File: src/rtl/booth_mult_pipe.sv
// rtl/booth_mult_pipe.sv - pipelined radix-4 Booth multiplier, two's-complement or sign-magnitude operands
// Optional feature macro: BOOTH_MULT_SAT_EN (saturate out_result on overflow instead of wrapping)
module booth_mult_pipe #(
    parameter int A_W   = 11,
    parameter int B_W   = 8,
    parameter int OUT_W = A_W + B_W,
    parameter int TAG_W = 4
) (
    input  logic             clk,
    input  logic             rst_n,
    input  logic             in_valid,
    output logic             in_ready,
    input  logic             in_fmt,
    input  logic [A_W-1:0]   in_a,
    input  logic [B_W-1:0]   in_b,
    input  logic [TAG_W-1:0] in_tag,
    output logic             out_valid,
    input  logic             out_ready,
    output logic [OUT_W-1:0] out_result,
    output logic             out_fmt,
    output logic [TAG_W-1:0] out_tag,
    output logic             out_ovf
);
    localparam int P_W  = A_W + B_W;
    localparam int BE_W = B_W + (B_W % 2);
    localparam int NPP  = BE_W / 2;
    localparam int LVL  = $clog2(NPP);

    function automatic int cnt_f(input int l);
        return (NPP + (1 << l) - 1) >> l;
    endfunction

    function automatic int off_f(input int l);
        int s;
        s = 0;
        for (int k = 0; k < l; k++) s += cnt_f(k);
        return s;
    endfunction

    // All adder-tree levels share one flat array; level l starts at off_f(l)
    localparam int TOT = off_f(LVL + 1);

    logic w_en;
    assign w_en     = !out_valid || out_ready;
    assign in_ready = w_en;

    logic [A_W-1:0]  w_a_tc;
    logic [B_W-1:0]  w_b_tc;
    logic [P_W-1:0]  w_a_ext;
    logic [BE_W-1:0] w_b_se;
    logic [BE_W:0]   w_bx;
    logic [P_W-1:0]  w_pp [NPP];

    always_comb begin
        w_a_tc = in_a;
        w_b_tc = in_b;
        if (in_fmt) begin
            w_a_tc = in_a[A_W-1] ? -{1'b0, in_a[A_W-2:0]} : {1'b0, in_a[A_W-2:0]};
            w_b_tc = in_b[B_W-1] ? -{1'b0, in_b[B_W-2:0]} : {1'b0, in_b[B_W-2:0]};
        end
    end

    assign w_a_ext = P_W'($signed(w_a_tc));
    assign w_b_se  = BE_W'($signed(w_b_tc));
    assign w_bx    = {w_b_se, 1'b0};

    always_comb begin
        for (int i = 0; i < NPP; i++) begin
            case (w_bx[2*i +: 3])
                3'b001, 3'b010: w_pp[i] = w_a_ext;
                3'b011:         w_pp[i] = w_a_ext << 1;
                3'b100:         w_pp[i] = -(w_a_ext << 1);
                3'b101, 3'b110: w_pp[i] = -w_a_ext;
                default:        w_pp[i] = '0;
            endcase
            w_pp[i] = w_pp[i] << (2 * i);
        end
    end

    logic [P_W-1:0]   r_tree [TOT];
    logic [LVL:0]     r_vld;
    logic [LVL:0]     r_fmt;
    logic [TAG_W-1:0] r_tag [LVL+1];

    always_ff @(posedge clk) begin
        if (w_en) begin
            for (int i = 0; i < NPP; i++) r_tree[i] <= w_pp[i];
            for (int l = 1; l <= LVL; l++) begin
                for (int j = 0; j < cnt_f(l); j++) begin
                    if (2 * j + 1 < cnt_f(l - 1))
                        r_tree[off_f(l) + j] <= r_tree[off_f(l - 1) + 2 * j]
                                              + r_tree[off_f(l - 1) + 2 * j + 1];
                    else
                        r_tree[off_f(l) + j] <= r_tree[off_f(l - 1) + 2 * j];
                end
            end
        end
    end

    always_ff @(posedge clk or negedge rst_n) begin
        if (!rst_n) begin
            r_vld <= '0;
            r_fmt <= '0;
            for (int s = 0; s <= LVL; s++) r_tag[s] <= '0;
        end else if (w_en) begin
            r_vld[0] <= in_valid;
            r_fmt[0] <= in_fmt;
            r_tag[0] <= in_tag;
            for (int s = 1; s <= LVL; s++) begin
                r_vld[s] <= r_vld[s-1];
                r_fmt[s] <= r_fmt[s-1];
                r_tag[s] <= r_tag[s-1];
            end
        end
    end

    logic [P_W-1:0]   w_p;
    logic [P_W-1:0]   w_mag;
    logic             w_neg;
    logic             w_ovf;
    logic [OUT_W-1:0] w_res;

    always_comb begin
        w_p   = r_tree[TOT-1];
        w_neg = w_p[P_W-1];
        w_mag = w_neg ? -w_p : w_p;
        w_ovf = 1'b0;
        w_res = w_p[OUT_W-1:0];
        if (!r_fmt[LVL]) begin
            if (OUT_W < P_W)
                w_ovf = (w_p[P_W-1:OUT_W-1] != {(P_W-OUT_W+1){w_neg}});
`ifdef BOOTH_MULT_SAT_EN
            if (w_ovf)
                w_res = w_neg ? {1'b1, {(OUT_W-1){1'b0}}} : {1'b0, {(OUT_W-1){1'b1}}};
`endif
        end else begin
            if (OUT_W < P_W)
                w_ovf = (w_mag[P_W-1:OUT_W-1] != '0);
            w_res = {1'b0, w_mag[OUT_W-2:0]};
`ifdef BOOTH_MULT_SAT_EN
            if (w_ovf)
                w_res[OUT_W-2:0] = {(OUT_W-1){1'b1}};
`endif
            // Sign follows the emitted magnitude so a zero field is never negative
            w_res[OUT_W-1] = w_neg && (w_res[OUT_W-2:0] != '0);
        end
    end

    always_ff @(posedge clk or negedge rst_n) begin
        if (!rst_n) begin
            out_valid  <= 1'b0;
            out_result <= '0;
            out_fmt    <= 1'b0;
            out_tag    <= '0;
            out_ovf    <= 1'b0;
        end else if (w_en) begin
            out_valid  <= r_vld[LVL];
            out_result <= w_res;
            out_fmt    <= r_fmt[LVL];
            out_tag    <= r_tag[LVL];
            out_ovf    <= w_ovf;
        end
    end
endmodule

File: config.mk
export PLATFORM = sky130hd
export DESIGN_NAME = booth_mult_pipe
export DESIGN_NICKNAME = d
export VERILOG_FILES = /design/src/rtl/booth_mult_pipe.sv
export SDC_FILE = /design/constraint.sdc
export NUM_CORES = 1
export LEC_CHECK = 0
export BUFFER_PORTS_ARGS = -buffer_cell sky130_fd_sc_hd__buf_2
export CAP_MARGIN = 20
export CORE_ASPECT_RATIO = 0.75
export CORE_MARGIN = 10
export CORE_UTILIZATION = 30
export CTS_CLUSTER_SIZE = 12
export DETAILED_ROUTE_END_ITERATION = 7
export PLACE_DENSITY = 0.56
export SLEW_MARGIN = 20
export SYNTH_ARGS = -nofsm -noshare
export SYNTH_HDL_FRONTEND = slang
export SYNTH_SLANG_ARGS = --single-unit
File: constraint.sdc
create_clock -name clk -period 6.4 [get_ports clk]
set_clock_uncertainty 0.05 [all_clocks]
set_input_delay 0.96 -clock clk [delete_from_list [all_inputs] [get_ports clk]]
set_output_delay 0.96 -clock clk [all_outputs]
set_load 0.01 [all_outputs]
==> impl_metrics.py, run 1 <==
metrics = {
    "synthesis": {
        "ys_dominant_reg_cell": "edfxtp_1",
        "synth.largest_area_cell": "edfxtp_1",
        "synth.net_count": 1140,
        "synth.ff_latch_count": 160,
        "synthCells": 1061,
        "synth_cell_type_count": 76,
        "yosysTopAreaCellShare": 0.347,
        "synth_async_sr_flop_share": 0.269,
        "avgSynthCellArea_um2": 9.55,
        "post_synth_edffs": 117,
        "ys.warnings.count": 0,
        "synth_area_mm2": 0.0101,
        "yosysSeqAreaShare": 0.453,
        "cell_types_with_the_largest_area_share_after_synthesis": "edfxtp_1 (35%), dfrtp_1 (11%), xnor2_1 (6.9%), ha_1 (5.9%), nand2_1 (5.5%)",
    },
    "final_layout": {
        "fill_cells": 3435,
        "finish.net_count": 1173,
        "final_layout_size_suffix_gt1_frac": 0.104,
        "finish.cell_count_without_fillers": 1557,
        "layout-area-overhead-vs-synth_pct": 13.2,
        "area_used_by_multi_input_combinational_logic_mm2": 0.00523,
        "sequential_cell_area_mm2": 0.00459,
        "insertedDiodeCount": 0,
    },
    "sta": {
        "setup_violations": 0,
        "timing_worst_slew_pin_value_ns": 1.03,
        "finalCritPeriodShare": 0.631,
        "hold_viol_final": 0,
        "total_negative_slack_ns": 0,
        "maxClockFrequency_mhz": 247,
        "rsz0062_at_grt": "no",
        "slew_headroom": 0.308,
        "final.min_clock_period_ns": 4.04,
        "report.final.slew_viol_count": 0,
    },
    "placed_design": {
        "detailed_place_hpwl_mm": 19.3,
        "gp_routability_congestion": 0.915,
        "placedCellCount": 1525,
        "io_buffers": 53,
    },
    "critical_path": {
        "worst-setup-path-type": "input port to register",
        "crit_required_ns": 6.62,
        "setup.worst_path.start_class": "input port",
        "start_point_of_the_critical_path": "in_a[0]",
        "cp.arrival_ns": 4.26,
        "critical_path_peak_fanout": 14,
        "rr_startpoint": "r_tree[6][5]",
        "critical_path.endpoint_type": "register",
    },
    "min_path": {
        "holdCritStartpoint": "r_tree[4][0]",
        "hp-class": "register to register",
    },
    "clocking": {
        "clock-sinks": 160,
        "cts_resized": 0,
        "cts_post_setup_buffers_inserted": 0,
        "clock_buffer_depth": 2,
        "numCtsBuffers": 17,
        "cts_hold_buffers": 0,
        "worst_skew_pair.late_latency_ns": 0.43,
        "cts_root_buffer": "clkbuf_16",
        "cts_tree": "built",
        "htreeDepth": 4,
        "clkSlewWorstSetupHoldPaths_ns": 0.07,
    },
    "floorplanning": {
        "core_footprint_mm2": 0.0335,
        "initial_util": 0.303,
        "std_cell_rows": 58,
        "dieWidth_um": 232,
        "total_die_area_mm2": 0.0416,
        "boundary_pin_count": 55,
        "fp.dieH_um": 179,
    },
    "job": {
        "maxCapViolations": 0,
    },
    "route": {
        "number_of_iterations_in_the_first_detailed_routing_pass": 5,
        "drtIter0Drc": 826,
        "vias_per_cell": 5.22,
        "postRouteWirelength_mm": 26.4,
        "vias": 8128,
        "drc": 0,
        "route.detailed.wl_per_inst_um": 17.0,
        "antenna_left": 0,
    },
    "global_route": {
        "grt_max_degree": 104,
        "antenna_found_initial": 2,
        "global_route_wire_length_before_repair_mm": 42.5,
        "number_of_global_route_vias_before_repair": 7625,
        "grt.total_usage": 0.128,
        "grt.overflow.total": 0,
    },
    "status": {
        "run_status": "finished clean",
    },
    "power_and_ir_drop": {
        "power_per_cell_area_mw_per_mm2": 464,
        "ir_drop_mv": 0.193,
        "total_leakage_power_uw": 0.00444,
        "total_power_uw": 5320,
    },
}
## placed cells by master, fill, tap and decap left out, drive strengths merged, types with 8 or more instances in the layout
| cell type | synthesis | final |
|---|---|---|
| a211oi | 17 | 17 |
| a21oi | 64 | 64 |
| a221oi | 14 | 14 |
| a31oi | 22 | 22 |
| buf | 10 | 64 |
| clkbuf | 40 | 19 |
| dfrtp | 43 | 43 |
| edfxtp | 117 | 117 |
| ha | 48 | 48 |
| inv | 34 | 41 |
| nand2 | 149 | 149 |
| nand2b | 11 | 11 |
| nand3 | 15 | 15 |
| nor2 | 100 | 100 |
| nor2b | 8 | 8 |
| nor3 | 31 | 31 |
| o21a | 12 | 12 |
| o21ai | 61 | 61 |
| o221ai | 17 | 17 |
| o22ai | 25 | 25 |
| or3 | 9 | 9 |
| xnor2 | 80 | 80 |
| xor2 | 21 | 21 |
## sequential cells by signal (all words and copies together) (netlist names)
name        cells
out_valid       1
out_result     19
r_tree        117
r_fmt           3
r_tag          12
out_fmt         1
out_tag         4
r_vld           3
## layer usage
layer	up-vias	GRT usage	wire (um)
met5	-	0	0
met4	0	0.0326	257
met3	22	0.0302	1950
met2	290	0.188	11100
met1	3836	0.184	13100
li1	3980	-	-
## logic make-up (layout without fill, tap and decap cells)
family	Yosys count	after routing	synth area share
and+or+nand+nor	362	362	0.160
AOI/OAI and AO/OA	292	292	0.191
DFF	160	160	0.453
xor gates and xnor gates	101	101	0.0873
buffers and inverters	85	131	0.0336
adders and majority gates	51	51	0.0652
muxes	9	9	0.00914
other	1	1	0.000370
## per-stage QoR
stage                util  area [um^2]  setup slack (ns)  hold WS (ns)
floorplan               -        10100             0.856         0.350
detailed placement  0.325        10900              1.97         0.357
CTS                 0.343        11500              2.42         0.366
global placement    0.325        10900              2.01         0.354
global route        0.343        11500              2.01         0.366
finish              0.343        11500              2.36         0.365
## worst max-delay path, stage by stage
cell and delay (ns):
buf_2 0.23, clkinv_1 0.32, ha_1 0.37, nand3b_1 0.19
xnor2_1 0.33, or3_1 0.58, or3_1 0.50, xnor2_1 0.42
a221oi_1 0.17, a21oi_1 0.18
## layout make-up
type,count,area share
clock buffer,19,0.0405
clock inverter,13,0.0122
inverter,35,0.0119
multi-input combinational,816,0.456
sequential,160,0.400
tap,450,0.0491
timing repair buffer,64,0.0303
## final timing paths
kind	endpoint	slack, ns	cells past startpoint
worst max-delay path	r_tree[1][10]	2.36	10
worst min-delay path	r_tree[6][0]	0.37	0
worst max register to register	out_result[18]	3.53	7
worst min register to register	r_tree[6][0]	0.37	0
max in group asynchronous	r_fmt[1]	5.11	1
min in group asynchronous	out_result[6]	0.61	1
## power by group
group	internal [uW]	switching [uW]
sequential	1740	285
clock	584	443
combinational	953	1310
## Yosys cell counts (all sizes together) (11+ instances only)
cell and number:
nand3 15, nor3 31, xor2 21, nor2 100
edfxtp 117, o221ai 17, o22ai 25, a211oi 17
a221oi 14, a31oi 22, nand2 149, inv 34
dfrtp 43, clkbuf 40, ha 48, xnor2 80
nand2b 11, o21ai 61, o21a 12, a21oi 64
(Power assumes the default switching activity.)
==> run 2, diff against run 1 <==
--- a/config.mk
+++ b/config.mk
@@ -5,6 +5,7 @@
 export SDC_FILE = /design/constraint.sdc
 export NUM_CORES = 1
 export LEC_CHECK = 0
+export ABC_AREA = 1
 export BUFFER_PORTS_ARGS = -buffer_cell sky130_fd_sc_hd__buf_2
 export CAP_MARGIN = 20
 export CORE_ASPECT_RATIO = 0.75
==> constraint.sdc (replaced) <==
create_clock -name clk -period 4.1 [get_ports clk]
set_clock_uncertainty 0.05 [all_clocks]
set_input_delay 0.615 -clock clk [delete_from_list [all_inputs] [get_ports clk]]
set_output_delay 0.615 -clock clk [all_outputs]
set_load 0.01 [all_outputs]
==> run 2 against run 1 <==
Compared with the run above: die area decreased by 3.8%; register-to-register slack got worse by 2.0 ns; core utilization increased by 0.68 points; first-iteration DRC count decreased by 27%; routed wire length decreased by 12%; setup slack got worse by 0.86 ns; global-route usage decreased by 0.60 points; critical endpoint is now r_tree[3][10]; largest cell class is now sequential cells.
==> impl_metrics.py, run 2 <==
metrics = {
    "status": {
        "run_status": "finished clean",
    },
    "final_layout": {
        "area_used_by_multi_input_combinational_logic_mm2": 0.00457,
        "layout.cells.most_common_list": "nand2_1 (339), edfxtp_1 (117), nand3_1 (103), inv_1 (100), nor2_1 (54)",
        "layout.core_utilization": 0.350,
        "sequential_cell_area_mm2": 0.00459,
        "final_layout_size_suffix_gt1_frac": 0.112,
        "layout-area-overhead-vs-synth_pct": 13.8,
        "finish.instance_area_mm2": 0.0110,
        "finish.net_count": 1243,
        "insertedDiodeCount": 0,
        "fill_cells": 3268,
        "biggestRegsByFlops": "r_tree x117, out_result x19, r_tag x12",
        "max_flop_register": "r_tree",
        "layout_commonest_cell": "nand2_1",
        "flip_flop_count_of_the_largest_register_after_layout": 117,
    },
    "floorplanning": {
        "core_footprint_mm2": 0.0316,
        "total_die_area_mm2": 0.0400,
        "fp.dieH_um": 176,
        "dieWidth_um": 228,
        "initial_util": 0.307,
        "boundary_pin_count": 55,
        "std_cell_rows": 56,
    },
    "sta": {
        "rsz0062_at_grt": "no",
        "finalCritPeriodShare": 0.635,
        "fin_ws_ns": 1.50,
        "timing.hold.ws_ns": 0.118,
        "timing_worst_slew_pin_value_ns": 1.12,
        "slew_headroom": 0.251,
        "hold_viol_final": 0,
        "maxClockFrequency_mhz": 384,
        "setup_violations": 0,
        "report.final.slew_viol_count": 0,
        "final.min_clock_period_ns": 2.60,
        "total_negative_slack_ns": 0,
    },
    "synthesis": {
        "yosysTopAreaCellShare": 0.362,
        "synth.largest_area_cell": "edfxtp_1",
        "synthCells": 1111,
        "synth.net_count": 1190,
        "synth_area_mm2": 0.00970,
        "yosysSeqAreaShare": 0.473,
        "synthTopCellsByCount": "nand2_1 (339), edfxtp_1 (117), nand3_1 (103)",
        "avgSynthCellArea_um2": 8.73,
        "synth.ff_latch_count": 160,
        "synth_cell_type_count": 50,
        "cell_types_with_the_largest_area_share_after_synthesis": "edfxtp_1 (36%), nand2_1 (13%), dfrtp_1 (11%), ha_1 (6.2%), nand3_1 (5.3%)",
        "ys_dominant_reg_cell": "edfxtp_1",
        "post_synth_edffs": 117,
        "synth_async_sr_flop_share": 0.269,
        "yosys.cell_count.top_type": "nand2_1",
        "ys.warnings.count": 0,
    },
    "clocking": {
        "clock-sinks": 160,
        "htreeDepth": 4,
        "cts_tree": "built",
        "cts_post_setup_buffers_inserted": 0,
        "clock_buffer_depth": 2,
        "numCtsBuffers": 17,
        "cts_resized": 0,
        "worst_skew_pair.late_latency_ns": 0.44,
        "clkSlewWorstSetupHoldPaths_ns": 0.07,
        "cts_hold_buffers": 0,
        "cts_root_buffer": "clkbuf_16",
    },
    "global_route": {
        "antenna_found_initial": 0,
        "grt_util_met2": 0.172,
        "grt_max_degree": 115,
        "number_of_global_route_vias_before_repair": 7450,
        "grt.busiest_layer": "met1",
        "grt.met3_usage": 0.0311,
        "global_route_wire_length_before_repair_mm": 38.9,
        "grt.total_usage": 0.122,
        "grt.overflow.total": 0,
        "grt_use_met1": 0.177,
    },
    "critical_path": {
        "setup.worst_path.start_class": "input port",
        "critical_path.endpoint_type": "register",
        "reg2regPathDepth": 9,
        "critPathBufInv": 2,
        "crit_required_ns": 4.29,
        "worst-setup-path-type": "input port to register",
        "worstPathCellList": "buf_2 -> inv_1 -> ha_1 -> nand3_1 -> o21ai_0 -> xor2_1 -> nand2_1 -> nand2_1 -> nor2_2 -> nand2_1 -> o2111ai_1",
        "crit_cells": 11,
        "cp_slowest_cell": "nor2_2",
        "cp.arrival_ns": 2.79,
        "critical_path_peak_fanout": 12,
        "critPathTopFamily": "simple AND/OR/NAND/NOR gates",
        "worst_path_most_repeated_cell": "nand2_1",
        "worst_path_largest_cell_delay_ns": 0.55,
    },
    "placed_design": {
        "detailedPlace.worstSlack_ns": 1.08,
        "detailed_place_hpwl_mm": 17.5,
        "placed_cell_area_mm2": 0.0104,
        "gp_routability_congestion": 0.879,
        "io_buffers": 53,
    },
    "job": {
        "maxCapViolations": 0,
    },
    "power_and_ir_drop": {
        "power_per_cell_area_mw_per_mm2": 740,
        "total_leakage_power_uw": 0.00496,
        "ir_drop_mv": 0.327,
    },
    "route": {
        "drtIter0Drc": 606,
        "drc": 0,
        "vias": 7698,
        "antenna_left": 0,
        "number_of_iterations_in_the_first_detailed_routing_pass": 5,
        "postRouteWirelength_mm": 23.3,
        "vias_per_cell": 4.78,
        "route.detailed.wl_per_inst_um": 14.5,
    },
    "min_path": {
        "hp-class": "input port to asynchronous set/reset pin",
    },
}
[run 2: cell count changes after synthesis, moves of 24 or more]
cell      delta
o22ai_1     -24
nor3_1      -25
xnor2_1     -63
clkbuf_1    -30
nor2_1      -45
inv_1       +67
nand2_1    +190
nand3_1     +88
[run 2: final timing paths]
check / start / to / slack, ns
hold reg to reg: r_tree[4][3] / r_tree[6][3] / 0.37
hold / removal: rst_n / out_result[5] / 0.12
setup reg to reg: r_tree[3][6] / r_tree[5][16] / 1.55
setup / recovery: in_b[0] / r_tree[3][10] / 1.50
max in group asynchronous: rst_n / r_tag[11] / 3.50
min in group clk: in_tag[2] / r_tag[10] / 0.32
[run 2: power by group]
| group | total [uW] | switching [uW] | internal, uW |
|---|---|---|---|
| combinational | 3490 | 2220 | 1280 |
| sequential | 3080 | 357 | 2720 |
| clock | 1600 | 681 | 921 |
| total | 8180 | 3250 | 4920 |
[run 2: cell type report]
class	count	share of cell area
clock inverter	12	0.0105
tap	435	0.0493
multi-input combinational	816	0.414
inverter	110	0.0379
sequential	160	0.415
timing repair buffer	59	0.0294
clock buffer	20	0.0434
[run 2: through the flow]
stage,power [uW],instances
after floorplan,5630,1111
after global placement,6580,1580
after detailed placement,6620,1580
after CTS,8250,1612
after global routing,8910,1612
final,8180,1612
[run 2: layer usage]
layer	vias to the layer above	share of wire
met5	-	0
met4	0	0.013
met3	23	0.068
met2	207	0.40
met1	3582	0.52
li1	3886	-
[run 2: kinds of logic after synthesis]
logic type	Yosys count	synth area share
and+or+nand+nor	547	0.243
other	1	0.000386
xor gates and xnor gates	56	0.0540
AOI/OAI and AO/OA	161	0.105
DFF	160	0.473
buffers and inverters	135	0.0566
adders and majority gates	51	0.0681
==> run 3, diff against run 2 <==
--- a/config.mk
+++ b/config.mk
@@ -13,7 +13,7 @@
 export CORE_UTILIZATION = 30
 export CTS_CLUSTER_SIZE = 12
 export DETAILED_ROUTE_END_ITERATION = 7
-export PLACE_DENSITY = 0.56
+export PLACE_DENSITY = 0.58
 export SLEW_MARGIN = 20
 export SYNTH_ARGS = -nofsm -noshare
 export SYNTH_HDL_FRONTEND = slang
==> constraint.sdc (replaced) <==
create_clock -name clk -period 2.25 [get_ports clk]
set_clock_uncertainty 0.05 [all_clocks]
set_input_delay 0.3375 -clock clk [delete_from_list [all_inputs] [get_ports clk]]
set_output_delay 0.3375 -clock clk [all_outputs]
set_load 0.01 [all_outputs]
==> run 3 against run 2 <==
Compared with the run above: routed wire length is 3.9% higher; count of clock-buffer cells in the layout is 2 lower; core utilization is 2.5 points higher; sequential power is 81% higher; global-route usage is 0.12 points higher; setup slack worse by 1.4 ns; critical path depth is 1 lower; worst hold slack worse by 0.065 ns; critical endpoint is now r_tree[4][16]; highest routed layer unchanged.
==> impl_metrics.py, run 3 (synthesis results as in run 2) <==
metrics = {
    "status": {
        "run_status": "finished clean",
    },
    "power_and_ir_drop": {
        "ir_drop_mv": 0.651,
        "total_leakage_power_uw": 0.00541,
        "power_per_cell_area_mw_per_mm2": 1300,
    },
    "critical_path": {
        "worst_path_largest_cell_delay_ns": 0.34,
        "ff2ff_setup_slack_ns": 0.09,
        "cp_slowest_cell": "edfxtp_1",
        "critical_path.endpoint_type": "register",
        "worst-setup-path-type": "register to register",
        "rr_startpoint": "r_tree[1][2]",
        "reg2regPathDepth": 10,
        "critPathCapture": "r_tree[4][16]",
        "crit_required_ns": 2.38,
        "crit-reg2reg-capture": "r_tree[4][16]",
        "setup.worst_path.start_class": "register",
        "worstPathCellList": "ha_2 -> inv_2 -> fa_2 -> o21a_1 -> o21bai_1 -> nand2_1 -> nand2_4 -> a21oi_4 -> o211ai_1 -> nand2_1",
        "start_point_of_the_critical_path": "r_tree[1][2]",
        "worst_path_most_repeated_cell": "nand2_1",
        "critical_path_peak_fanout": 4,
        "cp.arrival_ns": 2.29,
    },
    "route": {
        "number_of_iterations_in_the_first_detailed_routing_pass": 6,
        "postRouteWirelength_mm": 24.2,
        "route.detailed.wl_per_inst_um": 14.2,
        "drtIter0Drc": 573,
        "vias_per_cell": 4.69,
        "antenna_left": 0,
        "vias": 8020,
        "drc": 0,
    },
    "placed_design": {
        "detailed_place_hpwl_mm": 19.0,
        "gp_routability_congestion": 0.899,
        "placed_cell_area_mm2": 0.0112,
        "placedCellCount": 1674,
        "io_buffers": 53,
    },
    "final_layout": {
        "layout.cells.most_common_list": "nand2_1 (336), edfxtp_1 (117), nand3_1 (103), inv_1 (98), buf_4 (98)",
        "finish.net_count": 1340,
        "biggestRegsByFlops": "r_tree x117, out_result x19, r_tag x12",
        "finish.instance_area_mm2": 0.0118,
        "flip_flop_count_of_the_largest_register_after_layout": 117,
        "layout_commonest_cell": "nand2_1",
        "layout-area-overhead-vs-synth_pct": 22.0,
        "area_used_by_multi_input_combinational_logic_mm2": 0.00464,
        "finish.cell_count_without_fillers": 1709,
        "max_flop_register": "r_tree",
        "insertedDiodeCount": 0,
        "final_layout_size_suffix_gt1_frac": 0.195,
        "sequential_cell_area_mm2": 0.00459,
        "fill_cells": 3185,
    },
    "floorplanning": {
        "boundary_pin_count": 55,
        "core_footprint_mm2": 0.0316,
        "dieWidth_um": 228,
        "total_die_area_mm2": 0.0400,
        "std_cell_rows": 56,
        "fp.dieH_um": 176,
        "initial_util": 0.307,
    },
    "job": {
        "maxCapViolations": 0,
    },
    "global_route": {
        "antenna_found_initial": 0,
        "global_route_wire_length_before_repair_mm": 39.9,
        "grt.overflow.total": 0,
        "number_of_global_route_vias_before_repair": 7730,
        "grt_max_degree": 47,
        "grt.total_usage": 0.123,
    },
    "clocking": {
        "cts_tree": "built",
        "clkSlewWorstSetupHoldPaths_ns": 0.07,
        "cts_root_buffer": "clkbuf_16",
        "htreeDepth": 4,
        "numCtsBuffers": 17,
        "clock_buffer_depth": 2,
        "clock-sinks": 160,
        "worst_skew_pair.late_latency_ns": 0.44,
    },
    "sta": {
        "timing_worst_slew_pin_value_ns": 0.659,
        "final.min_clock_period_ns": 2.16,
        "slew_headroom": 0.560,
        "setup_violations": 0,
        "hold_viol_final": 0,
        "timing.hold.ws_ns": 0.0532,
        "total_negative_slack_ns": 0,
        "report.final.slew_viol_count": 0,
        "rsz0062_at_grt": "yes",
        "finalCritPeriodShare": 0.961,
        "maxClockFrequency_mhz": 463,
    },
    "min_path": {
        "hp-class": "input port to register",
    },
}
## run 3: cell count changes in the layout (fill, tap and decap cells not counted), sizes merged
| cell | change |
|---|---|
| buf | +96 |
| clkinv | +3 |
| clkbuf | -2 |
| clkinvlp | +2 |
| inv | -2 |
| bufinv | -1 |
| dlygate4sd3 | +1 |
## run 3: power by group
group          switching, uW  internal, uW  total (uW)
sequential               613          4960        5570
combinational           4290          2840        7130
clock                   1260          1450        2710
## run 3: repair_timing
item                                    in CTS  in global routing
resized for setup                            3                 22
endpoints found under the setup margin       3                 14
hold buffers                                 1                  0
pin swaps                                    3                 10
buffers inserted                             0                  3
hold endpoints to repair                    22                  0
## run 3: final cells by class
cell class / instances / share of cell area
clock inverters: 14 / 0.0106
flip-flops and latches: 160 / 0.388
multi-input cells: 816 / 0.392
repair buffers: 156 / 0.0921
clock buffers: 18 / 0.0362
well taps: 435 / 0.0460
inverters: 110 / 0.0354
## run 3: worst max-delay path: cells and delay by family, from the launching register on
| kind | cells | cell delay [ns] |
|---|---|---|
| AO/OA/AOI/OAI | 4 | 0.64 |
| adder cells (fa/ha/maj) | 2 | 0.53 |
| buffers and inverters | 1 | 0.04 |
| flip-flops | 1 | 0.34 |
| AND/OR/NAND/NOR | 3 | 0.29 |
## run 3: how the worst min path moves through the flow
stage               cells after the start  slack (ns)        end      start
floorplan                               0      -0.008    out_fmt      rst_n
global placement                        1        0.16   r_tag[5]      rst_n
detailed placement                      1        0.16   r_tag[5]      rst_n
CTS                                     3        0.03  r_tag[10]  in_tag[2]
global route                            3        0.06  r_tag[10]  in_tag[2]
finish                                  3        0.05   r_tag[8]  in_tag[0]
## run 3: per-layer routing
metal / vias to the layer above / share of wire / track usage / wire length (um)
met3: 31 / 0.059 / 0.0236 / 1430
met4: 0 / 0.015 / 0.0380 / 355
met2: 211 / 0.42 / 0.181 / 10100
met1: 3681 / 0.51 / 0.177 / 12300
met5: - / 0 / 0 / 0
li1: 4097 / - / - / -
## run 3: per-stage QoR
step | setup slack, ns | util | total power [uW]
after detailed placement | -0.309 | 0.354 | 12600
final | 0.0887 | 0.375 | 15400
after global placement | -0.243 | 0.354 | 12500
after floorplan | 0.0315 | - | 10200
after CTS | 0.00148 | 0.372 | 15400
after global routing | -0.0920 | 0.375 | 16700
